--- src/rtl/run_step_ctrl.sv ---
// Run/stop/single-step controller producing a slow registered clock and reset for a processor top.
// Single-step support is compiled in only when STEP_MODE_EN is defined.

module run_step_deb #(
    parameter int DEB_W = 16
) (
    input  logic clk,
    input  logic reset,
    input  logic btn_n,
    output logic press
);
    logic             s1_q, s2_q;
    logic             lvl_q, lvl_d;
    logic             press_q, press_d;
    logic [DEB_W-1:0] cnt_q, cnt_d;

    // Level is accepted only after the synchronized input differs from it for 2^DEB_W cycles.
    always_comb begin
        cnt_d   = cnt_q;
        lvl_d   = lvl_q;
        press_d = 1'b0;
        if (s2_q == lvl_q) begin
            cnt_d = '0;
        end else if (&cnt_q) begin
            lvl_d   = s2_q;
            cnt_d   = '0;
            press_d = ~s2_q;
        end else begin
            cnt_d = cnt_q + 1'b1;
        end
    end

    always_ff @(posedge clk or posedge reset) begin
        if (reset) begin
            s1_q    <= 1'b1;
            s2_q    <= 1'b1;
            lvl_q   <= 1'b1;
            cnt_q   <= '0;
            press_q <= 1'b0;
        end else begin
            s1_q    <= btn_n;
            s2_q    <= s1_q;
            lvl_q   <= lvl_d;
            cnt_q   <= cnt_d;
            press_q <= press_d;
        end
    end

    assign press = press_q;
endmodule

module run_step_ctrl #(
    parameter int DIV_W = 22,
    parameter int DEB_W = 16
) (
    input  logic        clk,
    input  logic        reset,
    input  logic        btn_run_n,
    input  logic        btn_step_n,
    input  logic        done,
    output logic        cpu_clk,
    output logic        cpu_reset,
    output logic [15:0] cycles,
    output logic        led_run_n,
    output logic        led_done_n
);
    typedef enum logic [2:0] {
        S_IDLE = 3'd0,
        S_PRST = 3'd1,
        S_RUN  = 3'd2,
`ifdef STEP_MODE_EN
        S_STEP = 3'd3,
`endif
        S_HALT = 3'd4
    } state_t;

    state_t             state_q, state_d;
    logic               cpu_clk_q, cpu_clk_d;
    logic               cpu_reset_q, cpu_reset_d;
    logic [15:0]        cycles_q, cycles_d;
    logic               prst_cnt_q, prst_cnt_d;
    logic               to_halt_q, to_halt_d;
    logic               run_pend_q, run_pend_d;
    logic               done_s1_q, done_s2_q;
    logic [DIV_W-1:0]   div_q;
    logic               tick;
    logic               run_press;
    logic [15:0]        cycles_inc;

    run_step_deb #(.DEB_W(DEB_W)) u_run_deb (
        .clk   (clk),
        .reset (reset),
        .btn_n (btn_run_n),
        .press (run_press)
    );

`ifdef STEP_MODE_EN
    logic step_press;
    run_step_deb #(.DEB_W(DEB_W)) u_step_deb (
        .clk   (clk),
        .reset (reset),
        .btn_n (btn_step_n),
        .press (step_press)
    );
`else
    logic unused_step;
    assign unused_step = btn_step_n;
`endif

    assign tick       = &div_q;
    assign cycles_inc = (&cycles_q) ? cycles_q : cycles_q + 16'd1;

    always_comb begin
        state_d     = state_q;
        cpu_clk_d   = cpu_clk_q;
        cpu_reset_d = cpu_reset_q;
        cycles_d    = cycles_q;
        prst_cnt_d  = prst_cnt_q;
        to_halt_d   = to_halt_q;
        run_pend_d  = run_pend_q;
        case (state_q)
            S_IDLE: begin
                cpu_reset_d = 1'b1;
                cpu_clk_d   = 1'b0;
                if (run_press) begin
                    state_d    = S_PRST;
                    prst_cnt_d = 1'b0;
                    to_halt_d  = 1'b0;
                    cycles_d   = '0;
`ifdef STEP_MODE_EN
                end else if (step_press) begin
                    state_d    = S_PRST;
                    prst_cnt_d = 1'b0;
                    to_halt_d  = 1'b1;
                    cycles_d   = '0;
`endif
                end
            end
            S_PRST: begin
                cycles_d = '0;
                if (tick) begin
                    if (prst_cnt_q) begin
                        state_d     = to_halt_q ? S_HALT : S_RUN;
                        cpu_reset_d = 1'b0;
                    end else begin
                        prst_cnt_d = 1'b1;
                    end
                end
            end
            S_RUN: begin
                if (run_press) run_pend_d = 1'b1;
                if (tick) begin
                    if (cpu_clk_q) begin
                        cpu_clk_d = 1'b0;
                    end else if (done_s2_q || run_pend_q || run_press) begin
                        // done wins over a simultaneous press; the press is dropped either way
                        state_d    = S_HALT;
                        run_pend_d = 1'b0;
                    end else begin
                        cpu_clk_d = 1'b1;
                        cycles_d  = cycles_inc;
                    end
                end
            end
`ifdef STEP_MODE_EN
            S_STEP: begin
                if (tick) begin
                    if (cpu_clk_q) begin
                        cpu_clk_d = 1'b0;
                        state_d   = S_HALT;
                    end else begin
                        cpu_clk_d = 1'b1;
                        cycles_d  = cycles_inc;
                    end
                end
            end
`endif
            S_HALT: begin
                if (run_press) begin
                    state_d     = S_PRST;
                    cpu_reset_d = 1'b1;
                    prst_cnt_d  = 1'b0;
                    to_halt_d   = 1'b0;
                    cycles_d    = '0;
`ifdef STEP_MODE_EN
                end else if (step_press) begin
                    state_d = S_STEP;
`endif
                end
            end
            default: state_d = S_IDLE;
        endcase
    end

    always_ff @(posedge clk or posedge reset) begin
        if (reset) begin
            state_q     <= S_IDLE;
            cpu_clk_q   <= 1'b0;
            cpu_reset_q <= 1'b1;
            cycles_q    <= '0;
            prst_cnt_q  <= 1'b0;
            to_halt_q   <= 1'b0;
            run_pend_q  <= 1'b0;
            done_s1_q   <= 1'b0;
            done_s2_q   <= 1'b0;
            div_q       <= '0;
        end else begin
            state_q     <= state_d;
            cpu_clk_q   <= cpu_clk_d;
            cpu_reset_q <= cpu_reset_d;
            cycles_q    <= cycles_d;
            prst_cnt_q  <= prst_cnt_d;
            to_halt_q   <= to_halt_d;
            run_pend_q  <= run_pend_d;
            done_s1_q   <= done;
            done_s2_q   <= done_s1_q;
            div_q       <= div_q + 1'b1;
        end
    end

    assign cpu_clk    = cpu_clk_q;
    assign cpu_reset  = cpu_reset_q;
    assign cycles     = cycles_q;
`ifdef STEP_MODE_EN
    assign led_run_n  = ~((state_q == S_RUN) || (state_q == S_STEP));
`else
    assign led_run_n  = ~(state_q == S_RUN);
`endif
    assign led_done_n = ~((state_q == S_HALT) && done_s2_q);
endmodule

--- config.mk ---
export PLATFORM = sky130hd
export DESIGN_NAME = run_step_ctrl
export DESIGN_NICKNAME = d
export VERILOG_FILES = /design/src/rtl/run_step_ctrl.sv
export SDC_FILE = /design/constraint.sdc
export NUM_CORES = 1
export LEC_CHECK = 0
export CORE_MARGIN = 2
export CORE_UTILIZATION = 29
export DETAILED_ROUTE_END_ITERATION = 8
export SETUP_SLACK_MARGIN = 0.1
export SLEW_MARGIN = 5
export SYNTH_ARGS = -nofsm -noshare
export SYNTH_HDL_FRONTEND = slang
export SYNTH_HIERARCHICAL = 1
export SYNTH_SLANG_ARGS = --single-unit
--- constraint.sdc ---
create_clock -name clk -period 3.7 [get_ports clk]
set_input_delay 1.11 -clock clk [delete_from_list [all_inputs] [get_ports clk]]
set_output_delay 1.11 -clock clk [all_outputs]
set_load 0.01 [all_outputs]
# ---- Yosys cells after proc, flatten, opt, wreduce, memory -nomap -nowiden
# Index checks and enable logic that the tools add are counted.
dict set report word_totals {
  ff_bits 67
  inputBits 5
}
dict set report classes {
  n_bitwise 4
  n_mux 32
  eq_ne 13
  addsub 3
  reduce_logical 18
}
# cell n
set ops {}
lappend ops {{16-bit two-way mux} 7}
lappend ops {{16-bit one-hot mux with 3 select lines} 1}
lappend ops {{16-bit by 1-bit adder with 16-bit output (second input constant)} 2}
lappend ops {{16-bit AND reduction} 2}
lappend ops {{22-bit by 1-bit adder with 22-bit output (second input constant)} 1}
lappend ops {{22-bit AND reduction} 1}
lappend ops {{3-bit two-way mux} 6}
lappend ops {{17-bit AND reduction} 1}
lappend ops {{1-bit two-way mux} 14}
lappend ops {{2-bit != test (second input constant)} 7}
lappend ops {{6-bit AND reduction} 2}
lappend ops {{3-bit one-hot mux with 3 select lines} 1}
lappend ops {{3-bit nonzero test} 2}
lappend ops {{2-bit by 1-bit != test with 1-bit output (second input constant)} 2}
lappend ops {{1-bit inverter} 4}
lappend ops {{1-bit one-hot mux with 2 select lines} 2}
lappend ops {{4-bit AND reduction} 1}
lappend ops {{2-bit nonzero test} 2}
lappend ops {{3-bit by 1-bit == test with 1-bit output (second input constant)} 1}
lappend ops {{3-bit by 2-bit == test with 1-bit output (second input constant)} 1}
lappend ops {{3-bit == test (second input constant)} 1}
lappend ops {{3-bit logical NOT} 1}
lappend ops {{1-bit one-hot mux with 3 select lines} 1}
lappend ops {{3-bit AND reduction} 1}
lappend ops {{other kinds (5)} 6}

# ---- Depth between registers and ports, before layout
dict set report depth {
  depth_word 6
  mapped_depth 7
  ltp_nobuf 6
}

# ---- Hierarchy
# Netlist, hierarchy kept.
# mod area_per_inst_um2 cells_each n_inst seq_area_each_um2
set modules_own_cells {}
lappend modules_own_cells {run_step_ctrl 2378.5 237 1 1177.4}
lappend modules_own_cells {run_step_deb 947.2 88 1 504.2}

# ---- Worst setup path after synthesis
# No wires, ideal clock.
dict set report synth_timing {
  path_kind {register to output}
  startpoint {reg state_q[2]}
  endpoint {out led_run_n}
  path_buffers 1
  stages_incl_launch_ff 5
  slack_ps 1534
  arrival_ps 1056
  cell_sequence {dfrtp_1 -> nor2_1 -> and2_1 -> inv_1 -> buf_1}
}
dict set report synth_between {
  elab_chain_len 2
}
# element line_no
set synth_rtl {}
lappend synth_rtl {{from (decl)} 77} ;# state_t state_q, state_d;
lappend synth_rtl {{from (signal assigned)} 208} ;# state_q <= state_d;
lappend synth_rtl {{3-bit by 2-bit == test with 1-bit output} 227} ;# assign led_run_n = ~(state_q == S_RUN);
lappend synth_rtl {{1-bit inverter} 227}
lappend synth_rtl {{to (decl)} 64} ;# output logic led_run_n,
# No other way between the ends.

# ---- Worst setup path after layout
dict set report layout_timing {
  startpoint {reg state_q[0]}
  endpoint {out led_run_n}
}
# The elaborated chain is that of the path after synthesis.

==> flow_metrics.env <==
export IMPL_status="finished, final reports clean"
export IMPL_cts_buffers=9
export IMPL_hp_class="reg -> reg"
export IMPL_drive_gt1_share_pct=10.8
export IMPL_dieHeight_um=111
export IMPL_powerDensity_mw_per_mm2=393
export IMPL_cts_clk_slew_worst_paths_ns=0.06
export IMPL_antenna_left=0
export IMPL_crit_fanout=6
export IMPL_cts_root_buffer="clkbuf_16"
export IMPL_firstDrtPassIters=4
export IMPL_overflow=0
export IMPL_dp_cells=488
export IMPL_cts_sink_count=67
export IMPL_synth_nets=333
export IMPL_required_ns=2.59
export IMPL_final_nets=364
export IMPL_gp_routability_congestion=0.755
export IMPL_r2r_slack_ns=1.26
export IMPL_synth_top_family_by_area="simple AND/OR/NAND/NOR gates"
export IMPL_htreeDepth=3
export IMPL_syn_area_mm2=0.00333
export IMPL_cts_setup_buffers=0
export IMPL_critPathMaxStageDelay_ns=0.55
export IMPL_synth_seq_area_share_pct=50.6
export IMPL_cp_num_buf_inv=2
export IMPL_core_area_mm2=0.0113
export IMPL_setup_tns_ns=0
export IMPL_ctsHoldBuffers=0
export IMPL_antenna_cells=0
export IMPL_crit_family="buffers and inverters"
export IMPL_cts_max_path_buffers=2
export IMPL_synthAdderAreaFrac_pct=1.13
export IMPL_setup_violations=0
export IMPL_dpl_hpwl_mm=4.96
export IMPL_synth_compound_area_share_pct=10.1
export IMPL_finalCriticalPeriod_ns=2.80
export IMPL_crit_chain="nor2_1, and2_1, inv_1, clkdlybuf4s50_1"
export IMPL_ys_warn_count=6
export IMPL_max_cap_viol_count=0
export IMPL_cp_arrival_ns=1.69
export IMPL_vias=2608
export IMPL_std_cell_rows=39
export IMPL_fin_util_pct=35.4
export IMPL_mostFrequentLayoutCells="dfrtp_1 (63), nand2_1 (32), nand3_1 (29), nor2_1 (28), clkdlybuf4s50_1 (23)"
export IMPL_grt_pass1_vias=2591
export IMPL_cts_tree="done"
export IMPL_die_w_um=111
export IMPL_synth_seq_cells=67
export IMPL_synth_area_mux_share_pct=0.339
export IMPL_maxSlewViolCount=0
export IMPL_clkLatencyLatePin_ns=0.33
export IMPL_syn_to_final_growth_pct=20.5
export IMPL_syn_instance_count=325
export IMPL_ys_async_sr_fraction_pct=100
export IMPL_routed_wl_mm=7.09
export IMPL_fin_crit_sh_pct=75.8
export IMPL_synth_simple_area_share_pct=27.0
export IMPL_grt_max_degree=21
export IMPL_drc=0
export IMPL_leakage_nw=1.73
export IMPL_wire_per_inst_um=14.1
export IMPL_slew_headroom_pct=49.8
export IMPL_worst_slew_pin_slew_ns=0.752
export IMPL_io_buffers=23
export IMPL_stdcell_count=504
export IMPL_antenna_found_initial=0
export IMPL_synth_distinct_cells=50
export IMPL_hold_viol_final=0
export IMPL_avgViaCountPerCell=5.17
export IMPL_rsz0062_at_grt="false"
export IMPL_grt_pass1_wl_mm=12.4
export IMPL_floorplan_initialDensity_pct=29.4
export IMPL_synthFlopType="dfrtp_1"
export IMPL_io_pins=25
export IMPL_irDropWorstVdd_mv=0.267
export IMPL_start_kind="flip-flop"
export IMPL_fin_skew_ns=0.0120
export IMPL_cpMaxStageDelayCell="clkdlybuf4s50_1"
export IMPL_cts_repair_resized=0
export IMPL_die_area_mm2=0.0123
export IMPL_crit_type="reg -> out"
export IMPL_syn_avg_cell_area_um2=10.2
export IMPL_endpoint_kind="output port"
export IMPL_synth_edf_count=0
export IMPL_yosys_area_share_xor_xnor_pct=8.43
export IMPL_gr_usage_all_layers_pct=12.3
export IMPL_max_freq_ghz=0.357
export IMPL_final_common_cell="dfrtp_1"
export IMPL_drtIter0Drc=106
cells in the mapped netlist, types with 3 or more instances:
cell / count / area (µm²)
ha_1: 3 / 37.5
xor2_1: 15 / 131
dfstp_2: 4 / 105
a21o_1: 4 / 30.0
nor2_1: 28 / 105
nand2_1: 32 / 120
or4_1: 6 / 45.0
a21oi_1: 7 / 35.0
o21ai_0: 5 / 25.0
clkbuf_1: 4 / 15.0
dfrtp_1: 63 / 1580
inv_1: 8 / 30.0
a211o_1: 4 / 35.0
xnor2_1: 17 / 149
buf_6: 3 / 33.8
or3_1: 5 / 31.3
nor4_1: 6 / 37.5
nor3_1: 4 / 20.0
o41ai_1: 3 / 26.3
nand4_1: 15 / 93.8
and2_1: 3 / 18.8
a31oi_1: 3 / 18.8
and3_1: 7 / 43.8
o211ai_1: 6 / 45.0
and4_1: 8 / 70.1
nand3_1: 29 / 145
final timing paths:
kind | startpoint | to | cells after the start
min in group asynchronous | reset | cycles[5]$_DFFE_PP0P_ | 2
worst min-delay path | done_s1_q$_DFF_PP0_ | done_s2_q$_DFF_PP0_ | 0
worst max register to register | div_q[0]$_DFF_PP0_ | cycles[13]$_DFFE_PP0P_ | 6
max in group asynchronous | reset | u_run_deb/press$_DFF_PP0_ | 2
worst max-delay path | state_q[0]$_DFFE_PP0P_ | led_run_n | 4
worst min register to register | done_s1_q$_DFF_PP0_ | done_s2_q$_DFF_PP0_ | 0
routing by layer:
layer  track usage (%)  routed length, µm  vias up
met5                 0                  0        -
met4              5.68                165        0
met3              3.66                271       14
met2              19.2               3350       51
met1              15.7               3300     1285
li1                  -                  -     1258
sequential cells by signal (all words and copies together) (netlist names), 3 cells and up:
| signal | flops |
|---|---|
| div_q | 22 |
| state_q | 3 |
| u_run_deb/cnt_q | 16 |
| cycles | 16 |
where the power goes:
group / total (mW) / internal (mW) / leakage (nW) / switching, mW
registers: 0.743 / 0.739 / 0.901 / 0.00402
clock network: 0.802 / 0.506 / 0.143 / 0.295
logic: 0.0305 / 0.00893 / 0.688 / 0.0216
total: 1.58 / 1.25 / 1.73 / 0.321
cell families (layout without fill, tap and decap cells):
logic type,Yosys count,count (layout)
adders and majority gates,3,3
xor gates and xnor gates,32,32
DFF,67,67
buffers and inverters,16,52
and+or+nand+nor,162,162
muxes,1,1
AOI/OAI and AO/OA,44,44
layout make-up:
| class | count | area (µm²) |
|---|---|---|
| tap | 143 | 179 |
| timing repair buffer | 28 | 268 |
| inverter | 8 | 30.0 |
| clock buffer | 14 | 274 |
| sequential | 67 | 1680 |
| fill | 1158 | 7310 |
| multi-input combinational | 242 | 1570 |
| clock inverter | 2 | 10.0 |
per-stage QoR:
stage / instance area, µm² / worst slack [ns] / hold slack, ns / power [mW]
after detailed placement: 3720 / 1.23 / 0.344 / 0.788
after CTS: 4010 / 0.873 / 0.354 / 1.60
after global routing: 4010 / 0.788 / 0.357 / 1.64
after floorplan: 3330 / 1.48 / 0.331 / 0.776
final: 4010 / 0.895 / 0.352 / 1.58
after global placement: 3720 / 1.25 / 0.338 / 0.788
No activity file was read; power rests on OpenSTA's default activity.
